### src/rtl/frontend_pkg.sv
// Shared types and constants for the instruction-fetch frontend: queue entry,
// BTB entry and the 2-bit branch counter helpers.
package frontend_pkg;

  localparam int         FE_XLEN     = 32;
  localparam int         INSTR_BYTES = 4;
  localparam logic [1:0] CTR_RESET   = 2'b01;
  localparam logic [1:0] CTR_ALLOC   = 2'b10;
  localparam logic [1:0] CTR_MAX     = 2'b11;
  localparam logic [1:0] CTR_MIN     = 2'b00;

  typedef struct packed {
    logic [FE_XLEN-1:0] pc;
    logic [FE_XLEN-1:0] instr;
    logic               pred_taken;
    logic [FE_XLEN-1:0] pred_target;
  } fetch_entry_t;

  // The tag field is sized for the widest tag; narrower tags are zero-extended.
  typedef struct packed {
    logic               valid;
    logic [FE_XLEN-1:0] tag;
    logic [FE_XLEN-1:0] target;
    logic [1:0]         ctr;
  } btb_entry_t;

  function automatic logic [1:0] ctr_sat_inc(input logic [1:0] ctr);
    logic [1:0] res;
    case (ctr)
      CTR_MAX: res = CTR_MAX;
      default: res = ctr + 2'd1;
    endcase
    return res;
  endfunction

  function automatic logic [1:0] ctr_sat_dec(input logic [1:0] ctr);
    logic [1:0] res;
    case (ctr)
      CTR_MIN: res = CTR_MIN;
      default: res = ctr - 2'd1;
    endcase
    return res;
  endfunction

endpackage

### src/rtl/frontend_fetch_queue_btb.sv
// Direct-mapped branch target buffer: combinational lookup on the fetch PC and
// single-port training from resolved branches (writes visible next cycle).
module frontend_btb
  import frontend_pkg::*;
#(
  parameter int XLEN        = 32,
  parameter int BTB_ENTRIES = 16
) (
  input  logic            clk,
  input  logic            reset,
  input  logic [XLEN-1:0] lookup_pc,
  output logic            pred_taken,
  output logic [XLEN-1:0] pred_target,
  input  logic            upd_valid,
  input  logic            upd_taken,
  input  logic [XLEN-1:0] upd_pc,
  input  logic [XLEN-1:0] upd_target
);

  localparam int IDX   = $clog2(BTB_ENTRIES);
  localparam int TAG_W = XLEN - IDX - 2;

  btb_entry_t btb_r [BTB_ENTRIES];

  logic [IDX-1:0]   lk_idx_s;
  logic [IDX-1:0]   up_idx_s;
  logic [TAG_W-1:0] lk_tag_s;
  logic [TAG_W-1:0] up_tag_s;
  btb_entry_t       lk_entry_s;
  btb_entry_t       up_entry_s;
  btb_entry_t       up_next_s;
  logic             up_hit_s;
  logic             up_we_s;
  logic             unused_s;

  assign lk_idx_s   = lookup_pc[IDX+1:2];
  assign lk_tag_s   = lookup_pc[XLEN-1:IDX+2];
  assign up_idx_s   = upd_pc[IDX+1:2];
  assign up_tag_s   = upd_pc[XLEN-1:IDX+2];
  assign unused_s   = ^{lookup_pc[1:0], upd_pc[1:0]};

  assign lk_entry_s  = btb_r[lk_idx_s];
  assign pred_taken  = lk_entry_s.valid && (lk_entry_s.tag == FE_XLEN'(lk_tag_s)) && lk_entry_s.ctr[1];
  assign pred_target = XLEN'(lk_entry_s.target);

  assign up_entry_s = btb_r[up_idx_s];
  assign up_hit_s   = up_entry_s.valid && (up_entry_s.tag == FE_XLEN'(up_tag_s));

  // Training: reinforce/retarget on hit, allocate on taken miss, ignore not-taken miss.
  always_comb begin
    up_next_s = up_entry_s;
    up_we_s   = 1'b0;
    if (upd_valid) begin
      if (upd_taken) begin
        up_we_s          = 1'b1;
        up_next_s.target = FE_XLEN'(upd_target);
        if (up_hit_s) begin
          up_next_s.ctr = ctr_sat_inc(up_entry_s.ctr);
        end else begin
          up_next_s.valid = 1'b1;
          up_next_s.tag   = FE_XLEN'(up_tag_s);
          up_next_s.ctr   = CTR_ALLOC;
        end
      end else if (up_hit_s) begin
        up_we_s       = 1'b1;
        up_next_s.ctr = ctr_sat_dec(up_entry_s.ctr);
      end else begin
        up_we_s = 1'b0;
      end
    end else begin
      up_we_s = 1'b0;
    end
  end

  // BTB storage with async clear of every entry.
  always_ff @(posedge clk or posedge reset) begin
    if (reset) begin
      for (int i = 0; i < BTB_ENTRIES; i++) begin
        btb_r[i] <= '{valid: 1'b0, tag: '0, target: '0, ctr: CTR_RESET};
      end
    end else if (up_we_s) begin
      btb_r[up_idx_s] <= up_next_s;
    end
  end

endmodule

### src/rtl/frontend_fetch_queue.sv
// Fetch stage: fetch PC register, BTB-predicted next PC, and a circular fetch
// queue feeding decode, with execute redirects flushing everything in flight.
module frontend_fetch_queue
  import frontend_pkg::*;
#(
  parameter int              XLEN        = 32,
  parameter int              DEPTH       = 4,
  parameter int              BTB_ENTRIES = 16,
  parameter logic [XLEN-1:0] RESET_PC    = '0
) (
  input  logic                       clk,
  input  logic                       reset,
  output logic [XLEN-1:0]            iaddr,
  input  logic [XLEN-1:0]            idata,
  input  logic                       imem_valid,
  output logic                       out_valid,
  input  logic                       out_ready,
  output logic [XLEN-1:0]            out_pc,
  output logic [XLEN-1:0]            out_instr,
  output logic                       out_pred_taken,
  output logic [XLEN-1:0]            out_pred_target,
  input  logic                       redirect_valid,
  input  logic [XLEN-1:0]            redirect_pc,
  input  logic                       upd_valid,
  input  logic                       upd_taken,
  input  logic [XLEN-1:0]            upd_pc,
  input  logic [XLEN-1:0]            upd_target,
  output logic [$clog2(DEPTH):0]     count
);

  localparam int                PTR_W     = $clog2(DEPTH);
  localparam int                CNT_W     = PTR_W + 1;
  localparam logic [CNT_W-1:0]  FULL_CNT  = CNT_W'(DEPTH);
  localparam logic [XLEN-1:0]   RESET_FPC = {RESET_PC[XLEN-1:2], 2'b00};

  fetch_entry_t queue_r [DEPTH];

  logic [XLEN-1:0]  fpc_r;
  logic [PTR_W-1:0] rd_ptr_r;
  logic [PTR_W-1:0] wr_ptr_r;
  logic [CNT_W-1:0] count_r;
  logic [CNT_W-1:0] count_nxt_s;
  logic             out_valid_s;
  logic             pop_s;
  logic             fetch_s;
  logic             pred_taken_s;
  logic [XLEN-1:0]  pred_target_s;
  logic [XLEN-1:0]  next_pc_s;
  fetch_entry_t     push_entry_s;
  fetch_entry_t     head_s;
  logic             unused_s;

  frontend_btb #(
    .XLEN        (XLEN),
    .BTB_ENTRIES (BTB_ENTRIES)
  ) u_btb (
    .clk         (clk),
    .reset       (reset),
    .lookup_pc   (fpc_r),
    .pred_taken  (pred_taken_s),
    .pred_target (pred_target_s),
    .upd_valid   (upd_valid),
    .upd_taken   (upd_taken),
    .upd_pc      (upd_pc),
    .upd_target  (upd_target)
  );

  assign unused_s    = ^{redirect_pc[1:0], pred_target_s[1:0]};
  assign out_valid_s = (count_r != '0) && !redirect_valid;
  assign pop_s       = out_valid_s && out_ready;
  // A full queue can still accept a fetch when decode drains the head this cycle.
  assign fetch_s     = imem_valid && !redirect_valid && ((count_r != FULL_CNT) || pop_s);
  assign next_pc_s   = pred_taken_s ? {pred_target_s[XLEN-1:2], 2'b00}
                                    : fpc_r + XLEN'(INSTR_BYTES);

  assign push_entry_s = '{pc:          FE_XLEN'(fpc_r),
                          instr:       FE_XLEN'(idata),
                          pred_taken:  pred_taken_s,
                          pred_target: FE_XLEN'(pred_target_s)};

  assign head_s          = queue_r[rd_ptr_r];
  assign iaddr           = fpc_r;
  assign out_valid       = out_valid_s;
  assign out_pc          = XLEN'(head_s.pc);
  assign out_instr       = XLEN'(head_s.instr);
  assign out_pred_taken  = head_s.pred_taken;
  assign out_pred_target = XLEN'(head_s.pred_target);
  assign count           = count_r;

  // Occupancy update for push/pop combinations.
  always_comb begin
    count_nxt_s = count_r;
    case ({fetch_s, pop_s})
      2'b10:   count_nxt_s = count_r + CNT_W'(1);
      2'b01:   count_nxt_s = count_r - CNT_W'(1);
      default: count_nxt_s = count_r;
    endcase
  end

  // Fetch PC, pointers and occupancy; redirect overrides any push or pop.
  always_ff @(posedge clk or posedge reset) begin
    if (reset) begin
      fpc_r    <= RESET_FPC;
      rd_ptr_r <= '0;
      wr_ptr_r <= '0;
      count_r  <= '0;
    end else if (redirect_valid) begin
      fpc_r    <= {redirect_pc[XLEN-1:2], 2'b00};
      rd_ptr_r <= '0;
      wr_ptr_r <= '0;
      count_r  <= '0;
    end else begin
      if (fetch_s) begin
        fpc_r    <= next_pc_s;
        wr_ptr_r <= wr_ptr_r + PTR_W'(1);
      end
      if (pop_s) begin
        rd_ptr_r <= rd_ptr_r + PTR_W'(1);
      end
      count_r <= count_nxt_s;
    end
  end

  // Queue payload storage; contents are only meaningful below count.
  always_ff @(posedge clk) begin
    if (fetch_s) begin
      queue_r[wr_ptr_r] <= push_entry_s;
    end
  end

endmodule

### config.mk
export PLATFORM = sky130hd
export DESIGN_NAME = frontend_fetch_queue
export DESIGN_NICKNAME = d
export VERILOG_FILES = /design/src/rtl/frontend_pkg.sv /design/src/rtl/frontend_fetch_queue_btb.sv /design/src/rtl/frontend_fetch_queue.sv
export SDC_FILE = /design/constraint.sdc
export NUM_CORES = 2
export LEC_CHECK = 0
export CELL_PAD_IN_SITES_DETAIL_PLACEMENT = 0
export CELL_PAD_IN_SITES_GLOBAL_PLACEMENT = 2
export CORE_ASPECT_RATIO = 1.4
export CORE_MARGIN = 3
export CORE_UTILIZATION = 51
export CTS_BUF_LIST = sky130_fd_sc_hd__clkbuf_2 sky130_fd_sc_hd__clkbuf_4 sky130_fd_sc_hd__clkbuf_8
export DETAILED_ROUTE_END_ITERATION = 10
export PLACE_DENSITY = 0.95
export SLEW_MARGIN = 15
export SYNTH_ARGS = -nofsm -noshare
export SYNTH_HDL_FRONTEND = slang
export SYNTH_SLANG_ARGS = --single-unit
export TNS_END_PERCENT = 10
### constraint.sdc
create_clock -name clk -period 63.8 [get_ports clk]
set_input_delay 12.76 -clock clk [delete_from_list [all_inputs] [get_ports clk]]
set_output_delay 12.76 -clock clk [all_outputs]
set_load 0.1 [all_outputs]
Yosys cells after proc, flatten, opt, wreduce, memory -nomap -nowiden
Memory sizes are Yosys's and may differ from the RTL's.
Cells that the tools add are included.
- register bits: 1111
- memory bits (writable): 388
- input bits: 135
- output and inout bits: 133
- word-level logic and storage cells: 133
- memories: 1
- add/sub/neg operators: 7
- order comparisons: 3
- equality and inequality tests: 6
- muxes and demuxes: 31
- bitwise operators: 2
- reductions and logical operators: 15
- memory list (name ; depth ; width ; read ports ; clocked after Yosys merged registers in ; wr ports ; line ; text):
    queue_r ; 4 ; 97 ; 1 ; 0 ; 1 ; frontend_fetch_queue.sv:36 ; fetch_entry_t queue_r [DEPTH];
- operator list (operator ; count):
    $bwmux W1072 ; 1
    $bmux W67 S4 ; 2
    $mux W67 ; 6
    $demux W67 S4 ; 1
    $mux W32 ; 3
    $mux W65 ; 1
    $eq A32 B26 Y1 ; 2
    $mux W33 ; 1
    $add A32 B3 Y32 const B ; 1
    $mux W2 ; 9
    $ge A5 B5 Y1 const B ; 2
    $not A4 Y5 ; 2
    $logic_and A1 B1 Y1 ; 8
    $add A2 B1 Y2 const B ; 3
    $pmux W3 S2 ; 1
    $reduce_bool A3 Y1 ; 2
    $lt A5 B1 Y1 const B ; 1
    $mux W1 ; 5
    $eq A2 B2 Y1 const B ; 2
    $reduce_bool A2 Y1 ; 2
    $add A3 B1 Y3 const B ; 1
    $mux W3 ; 1
    $ne A3 B3 Y1 const B ; 1
    $sub A3 B1 Y3 const B ; 1
    other kinds (5) ; 5

Depth between registers and ports, before layout
- depth in word-level cells: 10
- depth in mapped cells: 18
- gate-level depth less buffers: 10

Modules after synthesis
Synthesis repeated with hierarchy kept, for this count alone.
- cells, all modules: 4503
- area total of the unflattened synthesis: 73231.5 um^2
- modules (own cells, without submodules) (module ; instances ; cells an instance ; area an instance (um^2) ; seq. area each (um^2)):
    frontend_btb ; 1 ; 3647 ; 56699.4 ; 26845.7
    frontend_fetch_queue ; 1 ; 856 ; 16532.1 ; 12336.8

Worst setup path after synthesis
OpenSTA, ideal clock, no wires.
- path kind: input -> output
- start: input port redirect_valid
- end: output port out_valid
- arrival: 14.444 ns
- required time: 51.040 ns
- setup slack: 36.596 ns
- stages: 3
- buffers on the path: 2
- cell sequence: clkbuf_1 buf_1 nor2_1
- cells in the longest elaborated chain, start to end: 2
- ends and longest elaborated chain (element ; line ; text):
    start: declaration ; frontend_fetch_queue.sv:22 ; input logic redirect_valid,
    $logic_not A1 Y1 ; frontend_fetch_queue.sv:69 ; assign out_valid_s = (count_r != '0) && !redirect_valid;
    $logic_and A1 B1 Y1 ; frontend_fetch_queue.sv:69 ;
    end: declaration ; frontend_fetch_queue.sv:16 ; output logic out_valid,
Every way passes these cells.

Final worst setup path
Same ends and word-level chain as after synthesis.

==> impl_metrics.tcl <==
set metrics [dict create \
    pin_count 268 \
    r2r-end "iaddr[24]" \
    max_stage_delay_ns 1.14 \
    antenna_found_initial 16 \
    drc 0 \
    grt_pass1_wl_mm 320.2 \
    endpoint "out_valid" \
    cp_top_family "buffers and inverters" \
    worstSetupPathType "in -> out" \
    ys_seq_elements 1489 \
    synth_flop_cell "dfrtp_1" \
    rsz0062_at_grt "no" \
    synth_top_area_share_pct 36.91 \
    area_delta_synth_final_pct 12.05 \
    row_count 164 \
    tightest_slew_ns 1.127 \
    nFillCells 10980 \
    r2r_slack_ns 57.68 \
    die_area_um2 150000 \
    drtPass1Iterations 6 \
    wl_per_cell_um 31.00 \
    internal_power_w 0.001817 \
    max_freq_ghz 0.03669 \
    grt_overflow 0 \
    crit_cells 4 \
    power.share.clock_pct 32.7 \
    drt-initial-drc-count 4385 \
    ant_nets 0 \
    nets 5009 \
    slew_headroom_pct 22.70 \
    setup_viol_count_final 0 \
    synth_area_leader_cell "dfrtp_1" \
    utilization_pct 57.89 \
    drive_gt1_share_pct 41.58 \
    root_buffer "clkbuf_8" \
    worst-r2r-cell-count 13 \
    tns_ns 0 \
    hold_class "reg -> reg" \
    syn_area_um2 74110 \
    avgSynthCellArea_um2 15.85 \
    wl_mm 216.3 \
    r2r_start "iaddr[2]" \
    die_x_um 328.2 \
    final_max_slew_viol_count 0 \
    grtUsageTotal_pct 29.05 \
    min_from "u_btb.btb_r[603]" \
    cts_made_buffers 229 \
    initial_core_util_pct 51.67 \
    synthMostInstantiatedCell "dfrtp_1" \
    pwr-share-comb_pct 22.6 \
    crit_fanout 58 \
    swShare_pct 30.90 \
    endpoint_kind "output port" \
    cts_tree "built" \
    p_leak_nw 34.83 \
    ys_warn_count 0 \
    seq_area_frac_synth_pct 52.87 \
    hold_buffers 0 \
    hold_viol 0 \
    via_per_inst 6.493 \
    finalCritPeriodShare_pct 42.72 \
    crit_start "redirect_valid" \
    path_clk_slew_ns 0.07 \
    grt_pass1_vias 47160 \
    die_y_um 457.0 \
    net-switching-power_w 0.0008123 \
    yosysUniqueCellTypes 81 \
    cts_setup_buffers 0 \
    worst_path_max_delay_cell "clkdlybuf4s50_1" \
    crit_buf_inv 3 \
    synth.top_cells.by_area "dfrtp_1, mux4_2, edfxtp_1, mux2_2, mux2i_1" \
    place_congestion 0.9134 \
    ys_top_cells_by_count "dfrtp_1, mux2_2, mux4_2" \
    p_seq_share_pct 44.7 \
    cts.sinks 1489 \
    critPathLaunchType "input port" \
    max-vdd-ir-drop_mv 0.02217 \
    layout_min_cycle_time_ns 27.26 \
    hold_slack_ns 0.4657 \
    status "finished, final reports clean" \
    num_vias 45310 \
    port_buffers 259 \
    finClkSkew_ns 0.04927 \
    core_um2 143400 \
    powerDensity_nw_per_um2 31.66 \
    synthCells 4675 \
    dp.final_hpwl_mm 135.5 \
    clk_latency_ns 0.99 \
    required_ns 51.04 \
    cts_resized 0 \
    grt_max_degree 180 \
    clockBufferDepth 3 \
    cts_max_level 4 \
    maxCapViolCount 0 \
    arrival_ns 14.50 \
    async_flop_share_pct 74.48 \
    synth_edf_count 380 \
    worstPathCellList "buf_2, buf_4, nor2_1, clkdlybuf4s50_1" \
]
placed cells by master (no fill, tap or decap), types with 10 or more instances in the layout:
master,count
buf_4,100
clkinv_1,12
nor2b_1,107
nor2_1,82
clkdlybuf4s50_1,254
o21ai_0,60
dfrtp_1,1087
o211ai_1,11
or2_1,10
edfxtp_1,380
clkbuf_8,284
or2_2,12
nor3_1,40
and3_1,11
mux4_2,589
a31oi_1,10
dfstp_2,16
nor4_1,19
mux2_2,920
mux2_1,98
nand2b_1,11
inv_1,40
clkbuf_4,84
nand4_1,16
xor2_1,36
nand2_1,118
mux2i_1,199
nand3_1,21
xnor2_1,51
a211oi_1,20
and2_1,14
o22ai_1,13
a21oi_1,57
or3_1,14
a22oi_1,61
clkinv_2,27
nor4_4,16
how the worst min path moves through the flow:
stage | to | slack [ns] | depth (start not counted)
after global routing | u_btb.btb_r[1005] | 0.48 | 2
after CTS | u_btb.btb_r[268] | 0.47 | 2
after detailed placement | u_btb.btb_r[737] | 0.45 | 2
final | u_btb.btb_r[603] | 0.47 | 2
after global placement | u_btb.btb_r[737] | 0.45 | 2
after floorplan | u_btb.btb_r[335] | 0.44 | 2
metrics by stage:
stage	area [µm²]	std cells	setup WS [ns]	power, W
after global placement	77980	6546	36.56	0.001766
after CTS	83000	6969	36.55	0.002640
after floorplan	74120	4678	19.84	0.001601
final	83040	6978	36.54	0.002629
after global routing	83030	6974	36.48	0.002727
after detailed placement	77980	6546	36.54	0.001784
power by group through the flow:
stage                     Sequential [W]  Combinational, W  Clock (W)
final                            0.00118          0.000595   0.000858
after global routing             0.00119          0.000625   0.000915
after CTS                        0.00117          0.000595   0.000872
after detailed placement         0.00119          0.000593          0
after global placement           0.00118          0.000586          0
after floorplan                  0.00118          0.000423          0
registers in the layout, indices dropped and copies added (netlist names):
signal       flops
count            3
iaddr           30
queue_r        380
rd_ptr_r         2
u_btb.btb_r   1072
wr_ptr_r         2
final cells by class:
type / instances / area, µm² / share of cell area (%)
antenna: 9 / 22.52 / 0.02712
clock buffer: 367 / 4526 / 5.450
clock inverter: 56 / 490.5 / 0.5906
inverter: 45 / 178.9 / 0.2155
multi-input combinational: 2736 / 32720 / 39.40
sequential: 1489 / 39200 / 47.21
tap: 1909 / 2389 / 2.876
timing repair buffer: 367 / 3513 / 4.231
worst reg2reg max path, delay by kind of cell (launching register included):
kind            cells  cell delay [ns]
mux                 1             0.22
buf+inv             3             1.70
compound gates      6             1.91
simple gates        3             1.29
flops               1             0.85
kinds of logic after synthesis:
| kind of cell | share of synthesized area, % |
|---|---|
| AND/OR/NAND/NOR | 3.979 |
| buffers and inverters | 3.078 |
| multiplexers | 36.11 |
| flip-flops | 52.87 |
| AO/OA/AOI/OAI | 2.803 |
| XOR/XNOR | 1.028 |
| adder cells (fa/ha/maj) | 0.1249 |
| other | 0.005060 |
routing by layer:
layer	GRT usage, %	routed length, µm	vias up
li1	-	-	18500
met1	37.63	82640	24440
met2	46.40	105500	1890
met3	6.141	15850	480
met4	15.04	12240	4
met5	0	27	-
No activity file was read; power rests on OpenSTA's default activity.
